**src/rtl/demux1x4_tdm.sv**
```systemverilog
// rtl/demux1x4_tdm.sv - 1:4 time-division demultiplexer with sync framing
//
// Purpose:
//   Splits one serial sample stream into four registered channel outputs.
//   A sync marker on a valid sample identifies the channel-0 sample and starts
//   a frame. A slot counter then steps through channels 0..3 and wraps.
//   Each channel output holds its value until its slot is written again.
//   Per-channel strobes pulse on every write. frame_valid pulses when slot 3
//   completes a frame. frame_err pulses when a sync arrives mid-frame.
//
// Ports:
//   clk          in   1      rising-edge clock
//   rst          in   1      asynchronous, active-high reset
//   din          in   WIDTH  serial sample
//   din_valid    in   1      din carries a sample this cycle
//   sync         in   1      marks din as the channel-0 sample (only with din_valid)
//   o0..o3       out  WIDTH  registered channel outputs, slot 0..3
//   strobe       out  4      one-hot pulse, bit n high the cycle o<n> is (re)loaded
//   frame_valid  out  1      1-cycle pulse when slot 3 is written
//   frame_err    out  1      1-cycle pulse when sync arrives while slot != 0 (locked)
//   locked       out  1      high while in the LOCKED state
//   slot         out  2      slot the next accepted sample will be written to

module demux1x4_tdm #(
   parameter int unsigned           WIDTH     = 1,
   parameter logic [WIDTH-1:0]      RESET_VAL = '0
) (
   input  logic             clk,
   input  logic             rst,
   input  logic [WIDTH-1:0] din,
   input  logic             din_valid,
   input  logic             sync,
   output logic [WIDTH-1:0] o0,
   output logic [WIDTH-1:0] o1,
   output logic [WIDTH-1:0] o2,
   output logic [WIDTH-1:0] o3,
   output logic [3:0]       strobe,
   output logic             frame_valid,
   output logic             frame_err,
   output logic             locked,
   output logic [1:0]       slot
);

   typedef enum logic {
      HUNT   = 1'b0,
      LOCKED = 1'b1
   } state_t;

   state_t           state_q;
   logic [WIDTH-1:0] o0_q, o1_q, o2_q, o3_q;
   logic [3:0]       strobe_q;
   logic             frame_valid_q;
   logic             frame_err_q;
   logic [1:0]       slot_q;
   logic [1:0]       slot_d;

   // Two-bit counter: slot 3 wraps naturally to 0 for free-running frames.
   assign slot_d = slot_q + 2'd1;

   always_ff @(posedge clk or posedge rst) begin
      if (rst) begin
         state_q       <= HUNT;
         o0_q          <= RESET_VAL;
         o1_q          <= RESET_VAL;
         o2_q          <= RESET_VAL;
         o3_q          <= RESET_VAL;
         strobe_q      <= 4'b0000;
         frame_valid_q <= 1'b0;
         frame_err_q   <= 1'b0;
         slot_q        <= 2'd0;
      end else begin
         // Event outputs are single-cycle pulses; default them low.
         strobe_q      <= 4'b0000;
         frame_valid_q <= 1'b0;
         frame_err_q   <= 1'b0;

         if (din_valid) begin
            case (state_q)
               HUNT: begin
                  // Samples before the first sync cannot be placed in a slot.
                  if (sync) begin
                     o0_q     <= din;
                     strobe_q <= 4'b0001;
                     slot_q   <= 2'd1;
                     state_q  <= LOCKED;
                  end
               end

               LOCKED: begin
                  if (sync) begin
                     // Sync always restarts at slot 0. Arriving mid-frame
                     // abandons the partial frame: o1..o3 keep stale data.
                     o0_q        <= din;
                     strobe_q    <= 4'b0001;
                     slot_q      <= 2'd1;
                     frame_err_q <= (slot_q != 2'd0);
                  end else begin
                     case (slot_q)
                        2'd0:    o0_q <= din;
                        2'd1:    o1_q <= din;
                        2'd2:    o2_q <= din;
                        default: o3_q <= din;
                     endcase
                     strobe_q      <= 4'b0001 << slot_q;
                     slot_q        <= slot_d;
                     frame_valid_q <= (slot_q == 2'd3);
                  end
               end

               default: begin
                  state_q <= HUNT;
                  slot_q  <= 2'd0;
               end
            endcase
         end
      end
   end

   assign o0          = o0_q;
   assign o1          = o1_q;
   assign o2          = o2_q;
   assign o3          = o3_q;
   assign strobe      = strobe_q;
   assign frame_valid = frame_valid_q;
   assign frame_err   = frame_err_q;
   assign locked      = (state_q == LOCKED);
   assign slot        = slot_q;

endmodule
```
**config.mk**
```make
export PLATFORM = sky130hd
export DESIGN_NAME = demux1x4_tdm
export DESIGN_NICKNAME = d
export VERILOG_FILES = /design/src/rtl/demux1x4_tdm.sv
export SDC_FILE = /design/constraint.sdc
export NUM_CORES = 1
export LEC_CHECK = 0
export CAP_MARGIN = 10
export CORE_MARGIN = 2
export CORE_UTILIZATION = 39
export CTS_CLUSTER_DIAMETER = 200
export DETAILED_ROUTE_END_ITERATION = 10
export PLACE_DENSITY_LB_ADDON = 0.12
export SYNTH_ARGS = -nofsm -noshare
export SYNTH_HDL_FRONTEND = slang
export SYNTH_SLANG_ARGS = --single-unit
```
**constraint.sdc**
```tcl
create_clock -name clk -period 1.1 [get_ports clk]
set_input_delay 0.22 -clock clk [delete_from_list [all_inputs] [get_ports clk]]
set_output_delay 0.22 -clock clk [all_outputs]
set_load 0.02 [all_outputs]
```
==> results of run 1 <==
==> how the worst max path moves through the flow <==
stage	start	endpoint	slack, ns
floorplan	slot[0]$_DFFE_PP0P_	o2$_DFFE_PP0P_	-0.12
global placement	din_valid	o1$_DFFE_PP0P_	-0.30
CTS	slot[0]$_DFFE_PP0P_	o2$_DFFE_PP0P_	-0.13
global route	slot[1]$_DFFE_PP0P_	o1$_DFFE_PP0P_	-0.19
detailed placement	din_valid	o1$_DFFE_PP0P_	-0.31
finish	slot[1]$_DFFE_PP0P_	o1$_DFFE_PP0P_	-0.13
==> layer usage <==
metal / GRT usage [%] / up-vias
met2: 25.62 / 18
li1: - / 219
met1: 17.44 / 221
met4: 5.625 / 0
met3: 8.621 / 0
met5: 0 / -
==> timing repair <==
action	CTS	global route
pin swaps	1	2
hold buffers	0	0
buffers inserted	3	2
endpoints found under the setup margin	21	12
resized for setup	57	11
==> synth_stat cells <==
cell       count
nand4b_1       3
buf_2          1
or3b_1         1
or2_2          1
a21o_1         1
or3_1          1
nor2b_1        1
nand2b_1       1
buf_6          1
nand3_1        1
a21oi_1        1
buf_4          2
mux2_2         1
nor3b_1        1
dfrtp_1       12
ha_1           4
inv_1          6
o2bb2ai_1      1
o311a_1        1
o221ai_1       1
mux2_1         2
a21boi_0       1
nand2_1        2
==> power breakdown <==
part | internal (W) | total, W | switching, W
Combinational | 0.000246 | 0.000486 | 0.000240
Sequential | 0.000521 | 0.000575 | 0.0000535
Clock | 0.000201 | 0.000348 | 0.000147
Total | 0.000969 | 0.00141 | 0.000440
==> through the flow <==
stage	cell area [um2]	setup slack, ns	util [%]
2_1_floorplan	568.0	-0.1229	-
3_3_place_gp	785.8	-0.2970	58.91
3_5_place_dp	785.8	-0.3131	58.91
4_1_cts	819.5	-0.1276	61.44
5_1_grt	869.6	-0.1881	65.20
6_report	869.6	-0.1301	65.20
==> state kept, by name (all words and copies together) (netlist names) <==
register	cells
frame_err	1
frame_valid	1
locked	1
o0	1
o1	1
o2	1
o3	1
slot	2
strobe	3
==> worst max-delay path, cell delays in order (launching register included) <==
cell and delay (ns):
dfrtp_2 0.45, inv_2 0.07, ha_1 0.13, nand4b_1 0.14, mux2_4 0.32
==> cell families (layout without fill, tap and decap cells) <==
logic type,after synthesis,count (layout)
muxes,3,3
DFF,12,12
AOI/OAI and AO/OA,6,6
buffers and inverters,10,40
adders and majority gates,4,4
and+or+nand+nor,12,12
==> cell type report <==
class                           instances  area, um2
Fill cell                             109      464.2
Sequential cell                        12      302.8
Multi-Input combinational cell         25      270.3
Timing Repair Buffer                   30      219.0
Clock buffer                            4      36.28
Inverter                                6      22.52
Tap cell                               15      18.77
==> cell usage in the layout, fill, tap and decap left out, drive strengths merged, types with 2 or more instances in the layout <==
cell type and instances:
mux2 3, clkdlybuf4s50 4, nand4b 3, ha 4, dfrtp 12, clkbuf 5
inv 6, nand2 2, buf 25
==> metrics.md, run 1 <==
| Metric | Value |
|---|---|
| Seq/Total Area, Yosys | 53.10% |
| #FFs+latches synth | 12 |
| Compound-cell area share of the yosys netlist | 8.407% |
| TritonCTS Buffers | 3 |
| Area growth syn-to-layout | 53.76% |
| Clock Sink Count | 12 |
| Met2 wire length | around 610 um |
| Dpl cells | 83 |
| Final worst-path cycle share | 111.8% |
| Fin crit period | 1.230 ns |
| Fin. Hold Viols | 0 |
| Post-Route WL | 1169 um |
| Syn nets | between 50 and 60 |
| CP Launch Type | register |
| Leakage | 0.4458 nW |
| Failing checks | setup timing |
| Largest net degree at the start of global routing | 13 |
| Die height | 42.08 um |
| Initial antenna violation count | 0 |
| Skew-Pair Late Insertion Delay | 0.27 ns |
| WP data required | approximately 1.3 ns |
| Core ar. | 0.001334 mm2 |
| Clock transition at path regs | 0.08 ns |
| Total negative slack | -0.7262 ns |
| Post-synthesis xor/xnor area fraction | 0% |
| Initial Utilization | between 40% and 50% |
| Final setup viols | 9 |
| RSZ-0062 raised after global routing | true |
| Power density over the cells | 1620 mW/mm2 |
| Outcome | finished with violations |
| Reg2reg start | slot[1]$_DFFE_PP0P_ |
| HPWL Detailed | 764.5 um |
| Worst setup path category | reg2reg |
| Arr. time, crit path | 1.39 ns |
| Area contributors post-synth | dfrtp_1, ha_1, nand4b_1 |
| Vias in the first global route | roughly 450 |
| Global Route Usage Sum | 15.78% |
| Slew Limit Headroom | 87.84% |
| Worst slew pin tran | 0.1818 ns |
| DRT iter0 DRCs | 5 |
| Post-synth top area share | 53.10% |
| Max_cap viols | 0 |
| Routed met3 length | 86 um |
| Worst VDD drop | roughly 0.85 mV |
| # IOs | 18 |
| Synth Area in Adders | 8.850% |
| Post-Syn Area | about 570 um2 |
| Share of cells above drive strength 1 | 57.14% |
| Crit path capture type | register |
| Post-Synth Simple-Gate Area | 14.16% |
| Highest metal used | met3 |
| Port Buffers | 17 |
| ANT nets after route | 0 |
| Max Freq | 813.0 MHz |
| Slew Viols, Final | 0 |
| Final setup margin | -0.1301 ns |
| CTS tree | done |
| H-Tree Depth | 1 |
| DRC Markers | 0 |
| Vias per inst | between 4 and 5 |
| Syn avg cell area | ~12 um2 |
| Final Wtd Congestion | 0.7655 |
| Multiplexer share of the synthesized area | 5.973% |
| Reg2reg end | o1$_DFFE_PP0P_ |
| Hold slack final | 0.2311 ns |
| Largest area contributor in the netlist | dfrtp_1 |
| First-pass GRT wire length | 2021 um |
| Via count | 458 |
| DIE WIDTH | approximately 42 um |
| CP max FO | 5 |
| Clock skew after layout | around 0.00079 ns |
| Finished Layout Cells | 92 |
| Site Rows | 13 |
| Cells after Synth | between 40 and 50 |
| R2R depth | 4 |
| Final Power | 0.001409 W |
| Nets@finish | 87 |
| Synth cell types | 23 |
| Die area | 0.001771 mm2 |
| Root Driver | clkbuf_4 |
| Avg WL per Cell | 12.71 um |
| Largest family of logic cells by synthesized area | simple AND/OR/NAND/NOR gates |
| Clock buffer depth | 2 |
| Reg2Reg Setup Slack | -0.13 ns |
| Diode count | 0 |
| Grt total ovfl | 0 |
| Post-route met1 wirelength | 468 um |
| TritonRoute pass-1 iters | 4 |
| Yosys warning total | 0 |
| Hold Crit Class | in2async |
(Power assumes the default switching activity.)
==> inputs of run 2 (changes only) <==
GPL_ROUTABILITY_DRIVEN = 0   (was default)
==> results of run 2 <==
Final layout, timing and power as in run 1 (identical DEF).
==> edit, RTL diff (settings of run 2) <==
Put one more register stage on the output `strobe`. The value now appears one clock later. The other outputs are not delayed to match. Comments in the files are not updated.
--- a/src/rtl/demux1x4_tdm.sv
+++ b/src/rtl/demux1x4_tdm.sv
@@ -120,7 +120,9 @@
    assign o1          = o1_q;
    assign o2          = o2_q;
    assign o3          = o3_q;
-   assign strobe      = strobe_q;
+   always_ff @(posedge clk) begin
+      strobe <= strobe_q;
+   end
    assign frame_valid = frame_valid_q;
    assign frame_err   = frame_err_q;
    assign locked      = (state_q == LOCKED);
Check against the original RTL: not equivalent (a bounded check fails within 4 cycles, from zero or initial values and one cycle with rst high).
==> edit against run 2 <==
The flow still finishes with violations (negative setup slack); non-clock buffer count grew 4; hold slack lost 0.0097 ns; final area grew 15%; critical path depth is the same; global-route usage shrank 1.6 points; area after synthesis grew 13%; routed wire length grew 1.5%; sequential share of layout area grew 3.5 points; combinational power grew 16%; sequential cell count grew 4; setup slack gained 0.011 ns; total power grew 19%; clock skew grew 0.00068 ns.
==> edit: results (changes against run 2) <==
critical_path:
  critPathLaunch: "slot[1]"
  critPathMaxStageDelay_ns: 0.45  # about the same
  cp_slowest_cell: "dfrtp_2"
  crit_fanout: 5  # unchanged
  cp_top_family: "flip-flops"
  reg2reg_to: "o1"
  cp.arrival_ns: 1.39  # about the same
routing:
  top_layer: "met4"
  drtPass1Iterations: 4  # unchanged
  met3_length_um: 104  # +21%
  viasPerCell: 4.87  # -2.1%
  wl_met1_um: 509  # +8.8%
  drt_iter0_markers: 7  # +2
  wirelength_um: 1190  # +1.5%
  wl_met2_um: 561  # -8.6%
grt:
  antenna_found_initial: 0  # unchanged
  met1_usage_pct: 17.9  # +0.48 points
  grt_pass1_wl_um: 1950  # -3.4%
  first_global_vias: 435  # -2.2%
  grt_use_met3_pct: 6.53  # -2.1 points
  grt_use_met2_pct: 22.1  # -3.6 points
  grt_usage_pct: 14.2  # -1.6 points
timing:
  setup_tns_ns: -0.777  # -0.0512 ns
  hold_slack_ns: 0.221  # -0.00968 ns
  setup_ws_ns: -0.119  # +0.0107 ns
  skew_ns: 0.00147  # +0.000681 ns
  slew_headroom_pct: 84.9  # -2.9 points
  setup_viol: 10  # +1
placed_design:
  io_buffers: 17  # unchanged
  dp_hpwl_um: 826  # +8.0%
  placed_area_um2: 898  # +14%
finish:
  n_fill_cell: 128  # +17%
  fin_nets: 96  # +10%
  drive_gt1_share_pct: 58.1  # +1.0 points
  top_register: "strobe"
  n_antenna_cell: 0  # unchanged
  largest_reg_flops: 4  # +1
synthesis:
  yosysWarnings: 0  # unchanged
  async_reset_ff_share_pct: 75.0  # -25 points
  synth_cell_type_count: 23  # unchanged
  synthTopCellsByCount: "dfrtp_1, inv_1, dfxtp_1, ha_1, nand4b_1"
  synth.net_count: 60  # +7.1%
  yosys-top-cells-area: "dfrtp_1, dfxtp_1, ha_1"
  synth-seq-area-share_pct: 59.6  # +6.5 points
power_and_ir_drop:
  netSwitchingFraction_pct: 30.0  # -1.3 points
  max-vdd-ir-drop_mv: 1.03  # +22%
  p_leak_nw: 0.505  # +13%
clock_network:
  clk_pin_slew_ns: 0.09
  cts_buffer_depth: 2  # unchanged
  cts_root_buf: "clkbuf_4"
status:
  status: "finished with violations"
  violations: "negative setup slack"
worst_hold_path:
  hold_class: "primary input to async pin"
==> edit: worst max path at each step <==
stage               end  slack (ns)
floorplan            o1       -0.13
global placement     o3       -0.28
detailed placement   o3       -0.29
CTS                  o1       -0.14
global route         o2       -0.18
finish               o1       -0.12
==> edit: layout make-up <==
class	count	area [um^2]	area share [%]
tap	16	20.0	2.00
multi-input combinational	26	280	28.0
inverter	6	22.5	2.25
clock buffer	4	36.3	3.62
sequential	16	384	38.3
timing repair buffer	34	259	25.8
==> edit: cells by family (layout without fill, tap and decap cells) <==
group                    Yosys count  count (layout)  share of synthesized area (%)
AO/OA/AOI/OAI                      5               5                           5.88
buffers and inverters              9              44                           7.25
adder cells (fa/ha/maj)            4               4                           7.84
AND/OR/NAND/NOR                   14              14                           14.1
multiplexers                       3               3                           5.29
flip-flops                        16              16                           59.6
==> edit: power by group through the flow <==
stage               clock network [mW]  logic [mW]  registers (mW)
finish                           0.376       0.564           0.739
global route                     0.431       0.603           0.752
CTS                              0.392       0.505           0.733
detailed placement                   0       0.517           0.747
global placement                     0       0.510           0.747
floorplan                            0       0.129           0.857
==> edit: timing repair <==
| item | 4_1_cts | 5_1_grt |
|---|---|---|
| endpoints found under the setup margin | 20 | 19 |
| resized for setup | 55 | 18 |
| buffers inserted | 3 | 2 |
| cloned | 0 | 0 |
| pin swaps | 1 | 3 |
==> edit: stage by stage <==
step | instances | worst slack, ns
2_1_floorplan | 51 | -0.128
3_3_place_gp | 93 | -0.276
5_1_grt | 102 | -0.182
4_1_cts | 100 | -0.138
3_5_place_dp | 93 | -0.290
6_report | 102 | -0.119
==> edit: worst min-delay path, stage by stage <==
cell and delay [ns]:
clkdlybuf4s50_1 0.39, inv_1 0.06, buf_4 0.20
